`src/rtl/gpio_bcd_display.sv`:
```
// 32-bit binary to eight active-low seven-segment digits through a one-bit-per-clock
// double-dabble engine. Define GPIO_BCD_LZB_EN to blank leading zeros.
module gpio_bcd_display #(
    parameter int NDIG = 8
) (
    input  logic        clk,
    input  logic        rst,
    input  logic [31:0] value,
    output logic [6:0]  hex0,
    output logic [6:0]  hex1,
    output logic [6:0]  hex2,
    output logic [6:0]  hex3,
    output logic [6:0]  hex4,
    output logic [6:0]  hex5,
    output logic [6:0]  hex6,
    output logic [6:0]  hex7,
    output logic        overflow,
    output logic        busy
);

    typedef enum logic {IDLE, SHIFT} state_t;

    state_t      state_q;
    logic [31:0] last_q;
    logic [31:0] bin_q;
    logic [39:0] scr_q;
    logic [4:0]  cnt_q;
    logic [39:0] disp_q;

    logic [38:0] adj;
    logic [39:0] scr_next;

    // A 32-bit input never pushes the top digit past 4, so its adjusted MSB is dropped.
    always_comb begin
        adj = '0;
        for (int unsigned i = 0; i < 9; i++) begin
            adj[4*i +: 4] = (scr_q[4*i +: 4] >= 4'd5) ? scr_q[4*i +: 4] + 4'd3 : scr_q[4*i +: 4];
        end
        adj[38:36] = (scr_q[39:36] >= 4'd5) ? 3'(scr_q[39:36] + 4'd3) : scr_q[38:36];
    end

    assign scr_next = {adj, bin_q[31]};

    always_ff @(posedge clk or negedge rst) begin
        if (!rst) begin
            state_q <= IDLE;
            last_q  <= '0;
            bin_q   <= '0;
            scr_q   <= '0;
            cnt_q   <= '0;
            disp_q  <= '0;
        end else begin
            case (state_q)
                IDLE: begin
                    if (value != last_q) begin
                        last_q  <= value;
                        bin_q   <= value;
                        scr_q   <= '0;
                        cnt_q   <= '0;
                        state_q <= SHIFT;
                    end
                end
                SHIFT: begin
                    scr_q <= scr_next;
                    bin_q <= {bin_q[30:0], 1'b0};
                    cnt_q <= cnt_q + 5'd1;
                    if (cnt_q == 5'd31) begin
                        disp_q  <= scr_next;
                        state_q <= IDLE;
                    end
                end
            endcase
        end
    end

    assign busy     = (state_q == SHIFT);
    assign overflow = (disp_q[39:32] != 8'd0);

    function automatic logic [6:0] seg7(input logic [3:0] d);
        case (d)
            4'd0:    seg7 = 7'h40;
            4'd1:    seg7 = 7'h79;
            4'd2:    seg7 = 7'h24;
            4'd3:    seg7 = 7'h30;
            4'd4:    seg7 = 7'h19;
            4'd5:    seg7 = 7'h12;
            4'd6:    seg7 = 7'h02;
            4'd7:    seg7 = 7'h78;
            4'd8:    seg7 = 7'h00;
            4'd9:    seg7 = 7'h10;
            default: seg7 = 7'h7F;
        endcase
    endfunction

    logic [NDIG-1:0] blank;

`ifdef GPIO_BCD_LZB_EN
    logic zero_run;

    // Walk down from the top digit; a digit blanks while everything above it is zero.
    always_comb begin
        blank    = '0;
        zero_run = !overflow;
        for (int unsigned i = 0; i < NDIG - 1; i++) begin
            zero_run               = zero_run && (disp_q[4*(NDIG-1-i) +: 4] == 4'd0);
            blank[NDIG-1-i]        = zero_run;
        end
    end
`else
    assign blank = '0;
`endif

    logic [6:0] seg [NDIG];

    always_comb begin
        for (int unsigned i = 0; i < NDIG; i++) begin
            seg[i] = blank[i] ? 7'h7F : seg7(disp_q[4*i +: 4]);
        end
    end

    assign hex0 = seg[0];
    assign hex1 = seg[1];
    assign hex2 = seg[2];
    assign hex3 = seg[3];
    assign hex4 = seg[4];
    assign hex5 = seg[5];
    assign hex6 = seg[6];
    assign hex7 = seg[7];

endmodule

```
`config.mk`:
```
export PLATFORM = sky130hd
export DESIGN_NAME = gpio_bcd_display
export DESIGN_NICKNAME = d
export VERILOG_FILES = /design/src/rtl/gpio_bcd_display.sv
export SDC_FILE = /design/constraint.sdc
export NUM_CORES = 1
export LEC_CHECK = 0
export CAP_MARGIN = 20
export CORE_AREA = 4 4 137 139
export DETAILED_ROUTE_END_ITERATION = 16
export DIE_AREA = 0 0 141 143
export PLACE_DENSITY = 0.81
export SLEW_MARGIN = 10
export SYNTH_ARGS = -nofsm -noshare
export SYNTH_HDL_FRONTEND = slang
export SYNTH_SLANG_ARGS = --single-unit
```
`constraint.sdc`:
```
create_clock -name clk -period 2 [get_ports clk]
set_input_delay 0.3 -clock clk [delete_from_list [all_inputs] [get_ports clk]]
set_output_delay 0.3 -clock clk [all_outputs]
set_load 0.005 [all_outputs]
```
==> reports/metrics.csv, run 1 <==
stage,metric,value,unit
drt,wire per inst,16.2,µm
cts,H-tree depth,4,
floorplanning,DIE WIDTH,141,µm
drt,Routed Antenna Nets,0,
drt,DRC violations left,0,
critical_path,crit path max-delay cell type,clkdlybuf4s50_1,
cts,clock sink count,150,
min_path,worst min path class,in -> reg,
synth,sequential area share after synthesis,43.4,%
layout,share of cells above drive strength 1,34.5,%
layout,register area,0.00377,mm²
grt,initial antenna violation count,0,
critical_path,Worst path depth,8,
power,PwrDens,1230,mW/mm²
timing,worst-margin pin slew,0.468,ns
timing,Setup Viol. Count Final,117,
critical_path,"Buf+Inv Stages, Crit Path",3,
timing,setup TNS,-30.68,ns
status,violated checks,negative setup slack,
timing,unrepaired setup endpoints after global routing,yes,
synth,Main synth FF type,dfrtp_1,
status,status,"complete, but fails checks",
critical_path,critical path required time,2.30,ns
placed_design,routability cong.,0.827,
grt,largest net degree at the start of global routing,55,
floorplanning,CORE AREA,0.0177,mm²
critical_path,Worst Path Max Fanout,7,
timing,Hold Slack,0.275,ns
critical_path,worst reg2reg path depth,7,
grt,number of global-route vias before repair,6508,
synth,post-synth top area share,43.4,%
grt,Total GRT Usage,18.8,%
timing,crit share post-route,118,%
synth,Synth Register Bits,150,
floorplanning,site row count,49,
layout,multi-input logic area,0.00504,mm²
synth,Post-synth top cells,"150 x dfrtp_1, 93 x mux2_2, 81 x nand2_1",
synth,top post-synthesis cells by area,"dfrtp_1 43%, mux2_2 12%, ha_1 9.0%",
job,max-cap viol count,0,
timing,final worst setup slack,-0.365,ns
timing,Max Slew Vio Count,0,
placed_design,hpwl dp,12300,µm
floorplanning,die height,143,µm
synth,top-count cell post-synth,dfrtp_1,
synth,Yosys warnings,0,
synth,Cell variety after synth,26,
cts,Num CTS Buffers,17,
floorplanning,Die ar.,0.0202,mm²
floorplanning,Top-Level Pins,92,
synth,Post-synth EDFFs,0,
layout,Util after Layout,66.3,%
synth,Mapped Nets,927,
drt,routed wire length,20200,µm
placed_design,Port Buffer Count,91,
timing,minimum clock period,2.37,ns
power,Peak VDD IR,0.778,mV
layout,ANT cells,0,
layout,fin nets,1105,
floorplanning,Starting Density,49.0,%
synth,biggest area consumer among synthesized cells,dfrtp_1,
critical_path,Worst setup SP type,primary input,
layout,P&R area growth vs syn,35.3,%
timing,slew margin rel.,68.5,%
timing,final hold viol count,0,
critical_path,crit-path max cell delay,0.51,ns
critical_path,Crit Path Class,in -> reg,
drt,DR vias,6660,
grt,final global-route overflow total,0,
cts,clk_lat worst skew,0.42,ns
synth,syn avg cell area,10.4,µm²
cts,maximum buffer depth of the clock tree,2,
critical_path,crit path cell chain,"clkdlybuf4s50_1, xor2_1, nor4_1, nand4_1, nor3_4, buf_6, clkbuf_16, mux2_4",
cts,CTS tree,done,
drt,initial DRC count,475,
power,Tot Pwr,14.4,mW
power,LEAKAGE,5.53,nW
synth,Async SR Flop Fraction,100,%
timing,fmax,0.423,GHz
cts,clock-pin slew on the worst setup and hold paths,0.06,ns
layout,Layout fillers,1297,
critical_path,CP top delay family,simple AND/OR/NAND/NOR gates,
timing,final setup skew,0.0135,ns
cts,Root Driver,clkbuf_16,
drt,vias per inst,5.33,
critical_path,Crit. End Element,flop,
min_path,hold depth,2,
synth,synthesized area,0.00866,mm²
drt,drt pass-1 iters,4,
critical_path,Worst EP arrival,2.67,ns
synth,Gate Count Post-Synth,831,
grt,first-pass GRT wire length,31200,µm
==> report_power, final <==
group / switching, mW / leakage, nW / total (mW) / internal [mW]
Clock: 1.23 / 0.299 / 3.31 / 2.08
Combinational: 3.18 / 3.36 / 6.71 / 3.53
Sequential: 0.759 / 1.88 / 4.36 / 3.60
==> timing repair <==
action	4_1_cts	5_1_grt
resized for setup	189	133
setup endpoints to repair	165	151
setup buffers	35	14
pin swaps	37	54
endpoints found under the hold margin	35	0
gates cloned	4	3
hold buffers	1	0
==> layout by cell type (no fill, tap or decap), drive strengths merged, types with 8 or more instances in the layout <==
cell type        n
nor2            66
mux2           128
clkdlybuf4s50   31
nand2b          25
o21ai           53
a31oi            8
or2              8
nand2           81
dlygate4sd2     25
a21oi           53
mux2i           10
ha              62
dfrtp          150
inv             47
xor2            34
xnor2           10
nor4            10
clkbuf          36
buf            117
a22o            44
==> area by class of cell <==
type | instances | area share [%]
Sequential cell | 150 | 32.2
Clock buffer | 23 | 4.17
Inverter | 47 | 1.57
Timing Repair Buffer | 193 | 15.6
Tap cell | 229 | 2.45
Clock inverter | 8 | 1.04
Multi-Input combinational cell | 600 | 43.1
==> sequential cells by signal, indices dropped and copies added (netlist names) <==
| register | cells |
|---|---|
| cnt_q | 5 |
| busy | 1 |
| bin_q | 32 |
| disp_q | 40 |
| scr_q | 40 |
| last_q | 32 |
==> per-stage QoR <==
| step | instance area [µm²] | instances | setup WS, ns |
|---|---|---|---|
| 2_1_floorplan | 8660 | 831 | 0.0758 |
| 3_3_place_gp | 10100 | 1165 | -0.504 |
| 3_5_place_dp | 10100 | 1165 | -0.603 |
| 4_1_cts | 11300 | 1236 | -0.199 |
| 5_1_grt | 11700 | 1250 | -0.310 |
| 6_report | 11700 | 1250 | -0.365 |
==> cell families after synthesis <==
logic type	after synthesis	synth area share (%)
flops	150	43.4
xor+xnor	44	4.45
fa+ha+maj	62	8.96
buf+inv	81	4.08
mux	138	17.8
compound gates	161	11.4
simple gates	195	9.89
==> layer usage <==
metal	GRT usage, %	part of all wire, %
met3	3.18	3.2
met4	5.86	0.95
met1	24.8	45
met2	32.1	51
met5	0	0
==> final timing paths <==
kind | start | endpoint | slack [ns]
setup reg to reg | last_q[16] | bin_q[14] | -0.33
max in group asynchronous | rst | disp_q[18] | 1.00
hold / removal | value[28] | last_q[28] | 0.28
min in group asynchronous | rst | last_q[20] | 0.36
hold reg to reg | last_q[12] | last_q[12] | 0.50
setup / recovery | value[23] | bin_q[14] | -0.37
No activity file was read; power rests on OpenSTA's default activity.
==> run 2, diff against run 1 <==
GPL_TIMING_DRIVEN = 0   (was default)
==> run 2 against run 1 <==
  * The run still ends with negative setup slack left
  * Register-to-register slack improved by 0.07 ns
  * Via count increased by 3.1%
  * Worst hold slack got worse by 0.028 ns
  * First-iteration DRC count decreased by 37%
  * Count of clock-buffer cells in the layout decreased by 1
  * Flip-flop and latch count unchanged
  * Utilization increased by 1.6 points
  * Non-clock buffer count increased by 7
  * Largest cell class unchanged
  * Largest power group unchanged
==> reports/metrics.csv, run 2 (synthesis results as in run 1) <==
stage,metric,value,unit,change
status,status,"complete, but fails checks",,
status,violated checks,negative setup slack,,
drt,vias per inst,5.46,,+2.5%
power,PwrDens,1220,mW/mm²,-0.55%
floorplanning,die height,143,µm,unchanged
floorplanning,site row count,49,,unchanged
critical_path,Worst Path Max Fanout,6,,-1
drt,DRC violations left,0,,unchanged
drt,drt pass-1 iters,7,,+3
drt,DR vias,6868,,+3.1%
timing,final hold viol count,0,,unchanged
power,Tot Pwr,14.6,mW,+1.8%
grt,Total GRT Usage,20.7,%,+1.9 points
timing,minimum clock period,2.26,ns,-0.101 ns
critical_path,crit path cell chain,"xor2_1, nor4_1, nand4_1, buf_4, o21ba_4, clkbuf_16, mux2_4",,
floorplanning,Die ar.,0.0202,mm²,unchanged
layout,multi-input logic area,0.00517,mm²,+2.5%
drt,initial DRC count,300,,-37%
cts,CTS tree,done,,
layout,ANT cells,0,,unchanged
timing,unrepaired setup endpoints after global routing,yes,,
layout,Layout fillers,1191,,-8.2%
placed_design,Port Buffer Count,91,,unchanged
critical_path,"Buf+Inv Stages, Crit Path",2,,-1
grt,number of global-route vias before repair,7016,,+7.8%
floorplanning,Starting Density,49.0,%,unchanged
grt,largest net degree at the start of global routing,79,,+44%
floorplanning,CORE AREA,0.0177,mm²,unchanged
timing,setup TNS,-19.37,ns,+11.31 ns
layout,register area,0.00376,mm²,-0.17%
critical_path,critical path required time,2.31,ns,about the same
grt,initial antenna violation count,0,,unchanged
cts,Root Driver,clkbuf_16,,
timing,Setup Viol. Count Final,110,,-6.0%
layout,biggest regs,"disp_q x40, scr_q x40",,
cts,clock sink count,150,,unchanged
drt,routed wire length,21500,µm,+6.6%
power,Psw,5.23,mW,+1.3%
floorplanning,DIE WIDTH,141,µm,unchanged
grt,final global-route overflow total,0,,unchanged
placed_design,Setup WS pre-CTS,-0.774,ns,-0.171 ns
critical_path,Crit. End Element,flop,,
placed_design,hpwl dp,12600,µm,+2.3%
timing,fmax,0.442,GHz,+4.5%
power,Reg power frac,28.8,%,-1.5 points
timing,worst-margin pin slew,0.567,ns,+0.0998 ns
drt,wire per inst,17.1,µm,+6.0%
min_path,worst min path class,in -> reg,,
layout,most frequent cells in the layout,"145 x dfrtp_1, 77 x nand2_1, 69 x mux2_2",,
power,internal power,9.41,mW,+2.1%
power,LEAKAGE,5.70,nW,+3.1%
cts,clk_lat worst skew,0.43,ns,about the same
critical_path,CP top delay family,simple AND/OR/NAND/NOR gates,,
layout,P&R area growth vs syn,38.5,%,
layout,share of cells above drive strength 1,36.3,%,+1.8 points
cts,H-tree depth,4,,unchanged
critical_path,crit-path max cell delay,0.39,ns,-0.12 ns
critical_path,Worst EP arrival,2.57,ns,-0.10 ns
floorplanning,Top-Level Pins,92,,unchanged
placed_design,routability cong.,0.826,,-0.17%
cts,maximum buffer depth of the clock tree,2,,unchanged
timing,Hold Slack,0.247,ns,-0.0283 ns
critical_path,Crit Path Class,reg -> reg,,
grt,first-pass GRT wire length,34200,µm,+9.5%
cts,Num CTS Buffers,17,,unchanged
power,clock power share,23.2,%,+0.2 points
timing,final setup skew,0.0107,ns,-0.00275 ns
timing,final worst setup slack,-0.264,ns,+0.101 ns
power,combinational power share,48.0,%,+1.3 points
layout,fin nets,1112,,+0.63%
timing,crit share post-route,113,%,-5.1 points
timing,slew margin rel.,62.2,%,-6.4 points
timing,Max Slew Vio Count,0,,unchanged
layout,"most common cell after layout, fill and taps aside",dfrtp_1,,
layout,Finished Cell Area,0.0120,mm²,+2.4%
critical_path,Worst setup SP type,flop,,
critical_path,crit path max-delay cell type,dfrtp_1,,
placed_design,placed inst area,0.00989,mm²,-2.3%
power,sw frac,35.7,%,-0.19 points
cts,clock-pin slew on the worst setup and hold paths,0.06,ns,about the same
job,max-cap viol count,0,,unchanged
power,Peak VDD IR,0.700,mV,-10%
drt,Routed Antenna Nets,0,,unchanged
[run 2: changes by cell type in the layout (fill, tap and decap cells not counted), moves of 8 or more]
cell and delta:
clkbuf_2 +12, buf_4 -28, buf_8 +8, a21oi_2 -8
mux2_1 -25, mux2_4 +25
[run 2: final timing paths]
path,from,slack [ns],depth (start not counted),end
max in group asynchronous,rst,0.80,3,disp_q[21]
setup reg to reg,last_q[11],-0.26,7,last_q[31]
hold / removal,value[8],0.25,2,last_q[8]
setup / recovery,last_q[11],-0.26,7,last_q[31]
hold reg to reg,bin_q[1],0.49,1,bin_q[1]
min in group asynchronous,rst,0.41,2,bin_q[12]
[run 2: power groups by stage]
| stage | Sequential (mW) | Clock (mW) | Combinational, mW |
|---|---|---|---|
| 2_1_floorplan | 4.08 | 0 | 3.30 |
| 3_3_place_gp | 4.22 | 0 | 5.78 |
| 3_5_place_dp | 4.24 | 0 | 6.00 |
| 4_1_cts | 4.14 | 3.44 | 6.23 |
| 5_1_grt | 4.29 | 3.57 | 7.83 |
| 6_report | 4.21 | 3.40 | 7.03 |
[run 2: final cells by class]
cell class	instances	area share, %
multi-input combinational	600	43.1
sequential	150	31.4
timing repair buffer	170	14.1
clock buffer	22	3.96
tap	229	2.39
buffer	30	2.30
inverter	47	1.56
clock inverter	9	1.24
[run 2: stage by stage]
stage,utilization [%],std cells
finish,67.9,1257
floorplan,-,831
global placement,55.8,1151
detailed placement,56.0,1152
global route,67.9,1257
CTS,65.5,1241
[run 2: per-layer routing]
layer	up-vias	wire [µm]	track usage, %
met5	-	0	0
met4	0	368	5.41
met3	37	956	4.09
met2	159	11200	36.9
met1	3427	9070	26.0
li1	3245	-	-
[run 2: repair_timing]
action,in CTS,in global routing
pin swaps,52,25
endpoints found under the setup margin,195,170
hold buffers,1,0
buffers inserted,51,23
endpoints found under the hold margin,72,0
cloned,7,2
gates resized for setup,273,133
[run 2: worst reg2reg max path, delay by kind of cell (launching register included)]
kind	cells	cell delay (ns)
XOR/XNOR	1	0.16
AO/OA/AOI/OAI	1	0.26
AND/OR/NAND/NOR	2	0.62
multiplexers	1	0.31
flip-flops	1	0.39
buffers and inverters	2	0.40
